[src/rtl/apbuart_apb_master.sv]
// Two-port APB master for the UART register block.
// Round-robin arbitration between two requesters, one APB transfer in flight,
// pready wait states, and a wait-state timeout that turns a hung slave into an error.
//
// Handshake: reqN_ready is a combinational acknowledge that is only raised in IDLE,
// for at most one port. A request transfers when reqN_valid && reqN_ready. rspN_valid
// is a one-cycle pulse with no backpressure, and rdata/err are qualified by it.
module apbuart_apb_master #(
    parameter int AW      = 8,
    parameter int DW      = 32,
    parameter int TIMEOUT = 16
) (
    input  logic          clk,
    input  logic          rst,
    input  logic          req0_valid,
    output logic          req0_ready,
    input  logic          req0_write,
    input  logic [AW-1:0] req0_addr,
    input  logic [DW-1:0] req0_wdata,
    output logic          rsp0_valid,
    output logic [DW-1:0] rsp0_rdata,
    output logic          rsp0_err,
    input  logic          req1_valid,
    output logic          req1_ready,
    input  logic          req1_write,
    input  logic [AW-1:0] req1_addr,
    input  logic [DW-1:0] req1_wdata,
    output logic          rsp1_valid,
    output logic [DW-1:0] rsp1_rdata,
    output logic          rsp1_err,
    output logic          psel_o,
    output logic          penable_o,
    output logic          pwrite_o,
    output logic [AW-1:0] paddr_o,
    output logic [DW-1:0] pwdata_o,
    input  logic [DW-1:0] prdata_i,
    input  logic          pready_i,
    input  logic          pslverr_i
);

    localparam int CW = $clog2(TIMEOUT + 1);

    typedef enum logic [1:0] {IDLE, SETUP, ACCESS, RESP} state_t;

    state_t         state;
    state_t         state_nxt;
    logic           last_grant;  // port granted most recently
    logic           port;        // port owning the transfer in flight
    logic [CW-1:0]  wait_cnt;
    logic [DW-1:0]  rdata_q;
    logic           err_q;
    logic           grant0;
    logic           grant1;
    logic           capture;
    logic           abort;

    // State register; reset drops psel/penable immediately since they decode from state.
    always_ff @(posedge clk or posedge rst) begin
        if (rst) begin
            state <= IDLE;
        end else begin
            state <= state_nxt;
        end
    end

    // Next-state logic, arbitration and completion decisions.
    always_comb begin
        state_nxt = state;
        grant0    = 1'b0;
        grant1    = 1'b0;
        capture   = 1'b0;
        abort     = 1'b0;
        case (state)
            IDLE: begin
                if (req0_valid || req1_valid) begin
                    // On a tie the port that did not win last time goes first.
                    grant1    = req1_valid && (!req0_valid || !last_grant);
                    grant0    = !grant1;
                    state_nxt = SETUP;
                end
            end
            SETUP: begin
                state_nxt = ACCESS;
            end
            ACCESS: begin
                if (pready_i) begin
                    capture   = 1'b1;
                    state_nxt = RESP;
                end else if (wait_cnt == CW'(TIMEOUT - 1)) begin
                    // This is the TIMEOUT-th consecutive low-pready cycle.
                    abort     = 1'b1;
                    state_nxt = RESP;
                end
            end
            RESP: begin
                state_nxt = IDLE;
            end
            default: begin
                state_nxt = IDLE;
            end
        endcase
    end

    // Request latch, grant history, wait counter and response capture.
    always_ff @(posedge clk or posedge rst) begin
        if (rst) begin
            last_grant <= 1'b1;
            port       <= 1'b0;
            pwrite_o   <= 1'b0;
            paddr_o    <= '0;
            pwdata_o   <= '0;
            wait_cnt   <= '0;
            rdata_q    <= '0;
            err_q      <= 1'b0;
        end else begin
            if (grant0 || grant1) begin
                port       <= grant1;
                last_grant <= grant1;
                pwrite_o   <= grant1 ? req1_write : req0_write;
                paddr_o    <= grant1 ? req1_addr  : req0_addr;
                pwdata_o   <= grant1 ? req1_wdata : req0_wdata;
                wait_cnt   <= '0;
            end else if (state == ACCESS && !pready_i) begin
                wait_cnt <= wait_cnt + CW'(1);
            end

            if (capture) begin
                // Read data is only meaningful on a clean read.
                rdata_q <= (!pwrite_o && !pslverr_i) ? prdata_i : '0;
                err_q   <= pslverr_i;
            end else if (abort) begin
                rdata_q <= '0;
                err_q   <= 1'b1;
            end
        end
    end

    assign psel_o     = (state == SETUP) || (state == ACCESS);
    assign penable_o  = (state == ACCESS);
    assign req0_ready = grant0;
    assign req1_ready = grant1;
    assign rsp0_valid = (state == RESP) && !port;
    assign rsp1_valid = (state == RESP) && port;
    assign rsp0_rdata = rsp0_valid ? rdata_q : '0;
    assign rsp1_rdata = rsp1_valid ? rdata_q : '0;
    assign rsp0_err   = rsp0_valid && err_q;
    assign rsp1_err   = rsp1_valid && err_q;

endmodule

[config.mk]
export PLATFORM = sky130hd
export DESIGN_NAME = apbuart_apb_master
export DESIGN_NICKNAME = d
export VERILOG_FILES = /design/src/rtl/apbuart_apb_master.sv
export SDC_FILE = /design/constraint.sdc
export NUM_CORES = 1
export LEC_CHECK = 0
export BUFFER_PORTS_ARGS = -buffer_cell sky130_fd_sc_hd__buf_2
export CAP_MARGIN = 25
export CORE_ASPECT_RATIO = 0.75
export CORE_MARGIN = 5
export CORE_UTILIZATION = 44
export DETAILED_ROUTE_END_ITERATION = 7
export HOLD_SLACK_MARGIN = 0.03
export PLACE_DENSITY = 0.79
export SETUP_SLACK_MARGIN = 0.02
export SLEW_MARGIN = 20
export SYNTH_ARGS = -nofsm -noshare
export SYNTH_HDL_FRONTEND = slang
export SYNTH_SLANG_ARGS = --single-unit
[constraint.sdc]
create_clock -name clk -period 2.5 [get_ports clk]
set_input_delay 0.125 -clock clk [delete_from_list [all_inputs] [get_ports clk]]
set_output_delay 0.125 -clock clk [all_outputs]
set_load 0.05 [all_outputs]
# After elaboration in Yosys (flattened, before gate mapping)

Index checks and enable logic that the tools add are counted.

Register bits after elaboration: 83
Word-level logic and storage cells: 63
Output and inout port bits: 113

Mux-type cells: 25
Reduce and logical (&&, ||, !) cells: 22
$add $sub $neg: 1
Eq/ne operators: 6

Operator list:

| kind                  | number |
|---|---|
| $mux W32              | 6 |
| $mux W1               | 12 |
| $mux W5               | 2 |
| $mux W8               | 1 |
| $pmux W2 S4           | 1 |
| $logic_and A1 B1 Y1   | 7 |
| $logic_not A1 Y1      | 7 |
| $mux W2               | 3 |
| $add A5 B1 Y5 const B | 1 |
| $eq A5 B4 Y1 const B  | 1 |
| $eq A2 B2 Y1 const B  | 2 |
| $logic_or A1 B1 Y1    | 4 |
| $reduce_bool A2 Y1    | 2 |
| $ne A3 B1 Y1 const B  | 1 |
| $eq A2 B1 Y1 const B  | 1 |
| $logic_not A2 Y1      | 1 |
| $ne A2 B2 Y1 const B  | 1 |
| $reduce_and A2 Y1     | 1 |

# Logic depth before layout (Yosys ltp)

Gate-level depths: netlist (run 1).

Depth after elaboration: 8
Gate-level depth with buffers: 8

# Worst setup path before layout (run 1)

OpenSTA, ideal clock, no wires.

Path kind: reg2reg
Start: reg state[0]
End: reg rdata_q[10]
Arrival: 1686 ps
Clock period less this slack: 1807 ps
Slack: 693 ps
Cell stages (with the launch flop): 6
Buffers on the path: 1
Path through: dfrtp_1 > inv_1 > ha_1 > o21ai_1 > buf_2 > a22o_1

Cells in the longest elaborated chain, start to end: 3
Elaborated cells on any way between the ends: 5
Classes of those cells: eq/ne (1); mux (3); reduce/logical (1)

RTL lines:

| what                                           | line | text |
|---|---|---|
| from (decl)                                    | 45   | `state_t state;` |
| from (signal assigned)                         | 62   | `state <= state_nxt;` |
| $eq A2 B2 Y1 (*)                               | -    |  |
| via penable_o                                  | 32   | `output logic penable_o,` |
| $mux W1                                        | 73   | `case (state)` |
| $mux W32 or $reduce_bool A2 Y1 (tied branches) | -    |  |
| to (signal assigned)                           | 129  | `rdata_q <= (!pwrite_o && !pslverr_i) ? prdata_i : '0;` |
| to (decl)                                      | 50   | `logic [DW-1:0] rdata_q;` |

The timed path passes the listed nets; every way through them passes the cells marked *.
A chain may end at the register's enable or synchronous reset.

# Worst setup path in the final report (run 1)

Start: reg state[0]
End: out req0_ready

Cells in the longest elaborated chain, start to end: 2

RTL lines:

| what             | line | text |
|---|---|---|
| $logic_not A2 Y1 | 73   |  |
| $mux W1          | 73   |  |
| to (decl)        | 16   | `output logic req0_ready,` |

Every way passes these cells.

==> results of run 1 <==
==> worst min-delay path: cells and delay by family <==
kind	cells	cell delay [ns]
compound gates	2	0.20
buf+inv	1	0.07
==> power groups by stage <==
stage	Combinational (mW)	Clock (mW)	Sequential, mW
floorplan	2.41	0	3.46
finish	4.58	1.41	2.45
CTS	4.58	1.44	2.44
detailed placement	4.55	0	2.44
global route	4.87	1.50	2.53
global placement	4.39	0	2.42
==> metrics by stage <==
step / instance area (sq um) / cells
after global routing: 6250 / 778
after CTS: 6250 / 778
after detailed placement: 5600 / 729
after global placement: 5580 / 728
after floorplan: 4350 / 394
final: 6250 / 778
==> Yosys cell counts, types with 2 or more instances <==
master                      number
sky130_fd_sc_hd__nand2_1         4
sky130_fd_sc_hd__a21o_1          2
sky130_fd_sc_hd__a21oi_1         2
sky130_fd_sc_hd__buf_2          26
sky130_fd_sc_hd__buf_4           4
sky130_fd_sc_hd__o21ai_1         2
sky130_fd_sc_hd__and3_1         34
sky130_fd_sc_hd__dfrtp_1        82
sky130_fd_sc_hd__buf_6           5
sky130_fd_sc_hd__o2bb2ai_1      41
sky130_fd_sc_hd__and2_1         35
sky130_fd_sc_hd__ha_1            5
sky130_fd_sc_hd__a22o_1         73
sky130_fd_sc_hd__inv_1           5
sky130_fd_sc_hd__o21bai_1       41
sky130_fd_sc_hd__nor2b_1         2
sky130_fd_sc_hd__clkbuf_1        8
sky130_fd_sc_hd__nor2_1          7
sky130_fd_sc_hd__nand3b_1        2
==> final timing paths <==
check / end / slack (ns) / cells after the start
setup / recovery: req0_ready / 0.46 / 5
hold / removal: paddr_o[2] / 0.10 / 3
setup reg to reg: pwdata_o[15] / 0.67 / 6
hold reg to reg: pwdata_o[25] / 0.50 / 1
max in group asynchronous: last_grant / 1.39 / 4
min in group asynchronous: rdata_q[24] / 0.40 / 3
==> sequential cells by signal, summed over array words and instances, names as in the netlist <==
register,flops
pwdata_o,32
rdata_q,32
paddr_o,8
wait_cnt,5
state,2
err_q,1
last_grant,1
port,1
pwrite_o,1
==> cells in the final DEF, fill, tap and decap left out, drive strengths merged <==
cell,Yosys,layout
xor2,1,1
mux2,1,1
ha,5,5
inv,5,4
nand2,4,4
xnor2,1,1
a22o,73,73
dlygate4sd3,0,33
a21o,2,2
nor2,7,7
o21bai,41,41
a211oi,1,1
or3,1,1
clkinv,0,3
and2,35,35
a21oi,2,2
o22a,1,1
bufinv,0,2
nand2b,1,1
buf,35,246
and2b,1,1
o21a,1,1
nor2b,2,2
o2bb2ai,41,41
a21boi,1,1
dfrtp,82,82
nand3b,2,2
and3,34,34
o21ai,3,3
clkbuf,8,12
a2bb2oi,1,1
nand3,1,1
dfstp,1,1
==> kinds of logic after synthesis <==
logic type / share of synthesized area, %
adders and majority gates: 1.44
xor gates and xnor gates: 0.403
DFF: 47.8
AOI/OAI and AO/OA: 31.9
muxes: 0.259
buffers and inverters: 6.10
and+or+nand+nor: 12.1
==> layer usage <==
metal  vias up  global-route usage, %  routed length [um]
met5         -                      0                   0
met4         0                   7.76                 344
met3        24                   5.93                 695
met2       156                   38.4                6930
met1      2108                   28.6                6090
li1       1974                      -                   -
==> final cells by class <==
class	count	area, sq um	share of cell area (%)
inverter	5	20.0	0.320
tap	132	165	2.64
clock buffer	12	246	3.94
timing repair buffer	279	1640	26.2
multi-input combinational	263	2030	32.4
sequential	83	2080	33.2
clock inverter	4	73.8	1.18
==> repair_timing <==
action | CTS | global route
setup endpoints to repair | 0 | 0
resized for setup | 0 | 0
setup buffers | 0 | 0
hold endpoints to repair | 65 | 0
hold buffers | 33 | 0
==> results.yml, run 1 <==
sta:
  worst_clock_skew_ns: 0.00400
  tightest_slew_ns: 0.601
  timing.final.ws_setup_ns: 0.462
  final-setup-viol-count: 0
  worst_hold_slack_ns: 0.105
  timing.setup.tns_ns: 0
  unrepaired_setup_endpoints_after_global_routing: "false"
  highest_clock_rate_ghz: 0.491
  final_period_util_pct: 81.5
  max-slew-margin-rel_pct: 59.8
  timing.final.crit_period_ns: 2.04
  finalHoldViolCount: 0
  slew_violations: 0
worst_hold_path:
  worst_hold_path_type: "input port to flip-flop"
  min-delay-start: "req0_addr[2]"
clocking:
  ctsRootBufferMaster: "sky130_fd_sc_hd__clkbuf_16"
  clk-insertion-delay-late_ns: 0.33
  cts_sinks: 83
  tritoncts_clock_tree: "done"
  cts.htree.levels: 3
  cts-buffers-inserted: 9
  worst_setup_hold_path_clk_slew_ns: 0.06
  clk_path_buf_depth: 2
logic_synthesis:
  netlist-cell-type-count: 33
  synth_top_flop_cell: "sky130_fd_sc_hd__dfrtp_1"
  async_flop_share_pct: 100
  synth_nets: 519
  gate_count_post_synth: 394
  yosysSeqAreaShare_pct: 47.8
  mappedNetlistArea_sq_um: 4350
  yosys.area.top_type: "sky130_fd_sc_hd__dfrtp_1"
  ys_top_cells_by_area: "sky130_fd_sc_hd__dfrtp_1, sky130_fd_sc_hd__a22o_1, sky130_fd_sc_hd__o2bb2ai_1"
  ys_seq_elements: 83
  postSynthAreaPerCell_sq_um: 11.0
  synth_largest_type_area_fraction_pct: 47.2
  edff_count_synth: 0
  yosys_warning_count: 0
power:
  peakVddDrop_uv: 528
  clockPowerShare_pct: 16.7
  share_comb_of_total_power_pct: 54.2
  p_leak_nw: 3.36
  power.share.switching_pct: 48.4
  power.share.sequential_pct: 29.1
  totalPowerFinal_mw: 8.44
  power.density_cell_area_nw_per_um2: 1350
  netSwitchingPower_mw: 4.08
  cell_internal_power_dissipation_mw: 4.35
drt:
  viasPerCell: 5.48
  ant_nets: 0
  number_of_vias_after_detailed_routing: 4262
  drt_wl_cell_um: 18.1
  postRouteWirelength_um: 14100
  drtIter0Drc: 208
  number_of_iterations_in_the_first_detailed_routing_pass: 4
  drc_violations_left: 0
die:
  core_area_sq_um: 9660
  design.portCount: 233
  die_x_um: 125
  initial_core_util_pct: 45.0
  design.die.area_sq_um: 12000
  die_y_extent_um: 96.1
  placementRows: 31
setup_path:
  startpoint: "state[0]"
  endpoint_kind: "primary output"
  worst_flop_to_flop_path_startpoint: "state[0]"
  critical_path_class: "flip-flop to primary output"
  worstPathBufferInverterCount: 2
  timing.critical_path.arrival_ns: 1.91
  critical_path.top_delay_family: "simple AND/OR/NAND/NOR gates"
  crit_path_top_delay_cell: "sky130_fd_sc_hd__dfrtp_1"
  max_fo_critical_path: 10
  cp.required_ns: 2.38
  critical_path.cell_chain: "inv_1 > ha_1 > nand2_1 > nor2_1 > buf_2"
  critical_path.startpoint_type: "flip-flop"
  crit_path_max_incr_delay_ns: 0.39
layout:
  num_antenna_cells: 0
  final_layout_size_suffix_gt1_share_pct: 41.5
  synthToLayoutAreaGrowth_pct: 43.9
  fillerInstances: 794
  finish.net_count: 766
  finalCoreUtilization_pct: 64.8
global_routing:
  antenna_violations_before_repair: 0
  groute.usage.overall_pct: 22.7
  first_global_vias: 4342
  first_pass_grt_wire_length_um: 22000
  grt_max_degree: 51
  grt_remaining_overflow: 0
place:
  post-place-ws_ns: 0.711
  post-dp-hpwl_um: 9690
  numPortBuffers: 232
  gp_congestion: 0.855
run_status:
  outcome: "finished, final reports clean"
job:
  max-cap-violations: 0
(Power assumes the default switching activity.)
==> inputs of run 2 (changes only) <==
Settings changed: ABC_AREA from default to 1, PLACE_DENSITY 0.79 to 0.78.
Clock period 2.5 ns to 2 ns, I/O delays scaled along.
==> run 2 against run 1 <==
  * Critical path depth did not move
  * Wire length fell by 4.0%
  * Flip-flop and latch count did not move
  * First-iteration DRC count rose by 40%
  * Design area rose by 1.7%
  * Non-clock buffer count fell by 7
  * Sequential share of layout area fell by 0.54 points
  * Die area rose by 4.2%
  * Synthesized area rose by 4.6%
  * Clock power rose by 19%
  * Largest cell class unchanged
  * Largest power group unchanged
==> results.yml, run 2 <==
setup_path:
  timing.critical_path.arrival_ns: 1.72
  critical_path.cell_chain: "inv_1 > ha_1 > nand3_2 > inv_1 > buf_2"
  critical_path.startpoint_type: "flip-flop"
  critical_path_class: "flip-flop to primary output"
  startpoint: "state[0]"
  crit_path_top_delay_cell: "sky130_fd_sc_hd__dfrtp_1"
  crit_path_max_incr_delay_ns: 0.38
  cp.required_ns: 1.90
  crit_top_cell: "sky130_fd_sc_hd__inv_1"
  critical_path.top_delay_family: "buffers and inverters"
  endpoint_kind: "primary output"
  max_fo_critical_path: 11
  worst_flop_to_flop_path_startpoint: "wait_cnt[0]"
  worstPathBufferInverterCount: 3
logic_synthesis:
  ys_top_cells_by_area: "sky130_fd_sc_hd__dfrtp_1, sky130_fd_sc_hd__nand2_1, sky130_fd_sc_hd__inv_1"
  synth_nets: 762
  yosys_warning_count: 0
  synth_top_flop_cell: "sky130_fd_sc_hd__dfrtp_1"
  gate_count_post_synth: 637
  ys_seq_elements: 83
  async_flop_share_pct: 100
  mappedNetlistArea_sq_um: 4550
  yosys.area.top_type: "sky130_fd_sc_hd__dfrtp_1"
  edff_count_synth: 0
  yosysSeqAreaShare_pct: 45.7
  most_common_library_cells_after_synthesis: "sky130_fd_sc_hd__nand2_1, sky130_fd_sc_hd__inv_1, sky130_fd_sc_hd__dfrtp_1, sky130_fd_sc_hd__nor2_1, sky130_fd_sc_hd__nand3_1"
  postSynthAreaPerCell_sq_um: 7.14
  synth_largest_type_area_fraction_pct: 45.1
  yosys.cell_count.top_type: "sky130_fd_sc_hd__nand2_1"
  netlist-cell-type-count: 21
run_status:
  outcome: "finished, final reports clean"
layout:
  final_layout_size_suffix_gt1_share_pct: 30.9
  finish.net_count: 1003
  non_filler_instances: 1019
  layout.cells.most_common_list: "sky130_fd_sc_hd__buf_2, sky130_fd_sc_hd__nand2_1, sky130_fd_sc_hd__inv_1, sky130_fd_sc_hd__dfrtp_1, sky130_fd_sc_hd__nor2_1"
  post-route-cell-area_sq_um: 6360
  synthToLayoutAreaGrowth_pct: 39.8
  layout_top_registers: "pwdata_o x32, rdata_q x32, paddr_o x8"
  layout.cells.most_common: "sky130_fd_sc_hd__buf_2"
  num_antenna_cells: 0
global_routing:
  grt_remaining_overflow: 0
  first_pass_grt_wire_length_um: 22600
  antenna_violations_before_repair: 0
  groute.usage.overall_pct: 21.6
  first_global_vias: 4781
  grt_max_degree: 44
drt:
  drtIter0Drc: 292
  viasPerCell: 4.77
  number_of_iterations_in_the_first_detailed_routing_pass: 5
  drc_violations_left: 0
  number_of_vias_after_detailed_routing: 4859
  postRouteWirelength_um: 13500
  drt_wl_cell_um: 13.2
  ant_nets: 0
clocking:
  cts_sinks: 83
  cts-buffers-inserted: 9
  clk-insertion-delay-late_ns: 0.32
  clk_path_buf_depth: 2
  worst_setup_hold_path_clk_slew_ns: 0.06
  cts_resized: 0
  ctsRootBufferMaster: "sky130_fd_sc_hd__clkbuf_16"
  cts.htree.levels: 3
  tritoncts_clock_tree: "done"
sta:
  worst_hold_slack_ns: 0.0403
  slew_violations: 0
  final-setup-viol-count: 0
  worst_clock_skew_ns: 0.00535
  timing.final.crit_period_ns: 1.82
  unrepaired_setup_endpoints_after_global_routing: "false"
  max-slew-margin-rel_pct: 54.8
  timing.setup.tns_ns: 0
  final_period_util_pct: 90.8
  finalHoldViolCount: 0
  tightest_slew_ns: 0.676
  highest_clock_rate_ghz: 0.551
place:
  gp_congestion: 0.791
  numPortBuffers: 232
  dpl_cell_area_sq_um: 5830
  post-dp-hpwl_um: 9800
  numPlacedInstances: 981
die:
  placementRows: 32
  design.die.area_sq_um: 12500
  design.portCount: 233
  initial_core_util_pct: 44.5
  die_x_um: 127
  core_area_sq_um: 10200
  die_y_extent_um: 98.1
job:
  max-cap-violations: 0
power:
  peakVddDrop_uv: 763
  p_leak_nw: 3.80
  power.density_cell_area_nw_per_um2: 1610
  totalPowerFinal_mw: 10.2
worst_hold_path:
  worst_hold_path_type: "input port to flip-flop"
  min-delay-start: "prdata_i[2]"
==> run 2: changes by cell type in the layout (fill, tap and decap cells not counted), moves of 68 or more <==
cell | previous run | this run
sky130_fd_sc_hd__nor2_1 | 6 | 74
sky130_fd_sc_hd__a22o_1 | 73 | 0
sky130_fd_sc_hd__inv_1 | 4 | 127
sky130_fd_sc_hd__nand2_1 | 4 | 173
==> run 2: cell families after synthesis <==
group                      share of synthesized area [%]
buffers and inverters                               15.7
and+or+nand+nor                                     31.1
DFF                                                 45.7
adders and majority gates                           1.38
AOI/OAI and AO/OA                                   6.13
==> run 2: layout make-up <==
class	count	area [sq um]
repair buffers	272	1550
fillers	927	3850
flip-flops and latches	83	2080
inverters	129	488
clock inverters	6	71.3
clock buffers	10	239
well taps	136	170
multi-input cells	383	1760
==> run 2: stage by stage <==
stage / utilization (%) / setup WS (ns)
final: 62.3 / 0.184
after detailed placement: 57.1 / 0.209
after global routing: 62.3 / 0.0233
after floorplan: - / 0.162
after global placement: 57.1 / 0.248
after CTS: 62.3 / 0.162
==> run 2: power by group <==
group | internal, mW | switching (mW)
clock | 1.01 | 0.664
combinational | 1.40 | 4.29
sequential | 2.50 | 0.353
==> run 2: repair_timing <==
action                                 4_1_cts  5_1_grt
hold buffers                                22        0
endpoints found under the hold margin       47        0
setup buffers                                0        0
==> run 2: routing by layer <==
layer  routed length [um]  part of all wire, %  vias to the layer above  global-route usage [%]
li1                     -                    -                     2441                       -
met2                 6190                   46                      194                    33.6
met5                    0                    0                        -                       0
met3                 1100                  8.1                       19                    5.14
met1                 6000                   44                     2205                    30.8
met4                  206                  1.5                        0                    5.11
==> run 2: worst reg2reg max path, delay by kind of cell (launching register included) <==
kind	cells	cell delay, ns
buf+inv	1	0.29
simple gates	2	0.16
fa+ha+maj	2	0.33
flops	1	0.37
compound gates	2	0.54
==> run 2: path summary, 6_finish.rpt <==
kind	depth (start not counted)	slack (ns)	to
setup / recovery	5	0.18	req1_ready
hold / removal	3	0.04	rdata_q[2]
hold reg to reg	2	0.47	pwdata_o[17]
min in group asynchronous	3	0.42	rdata_q[25]
setup reg to reg	7	0.20	rdata_q[10]
max in group asynchronous	4	1.01	pwdata_o[30]
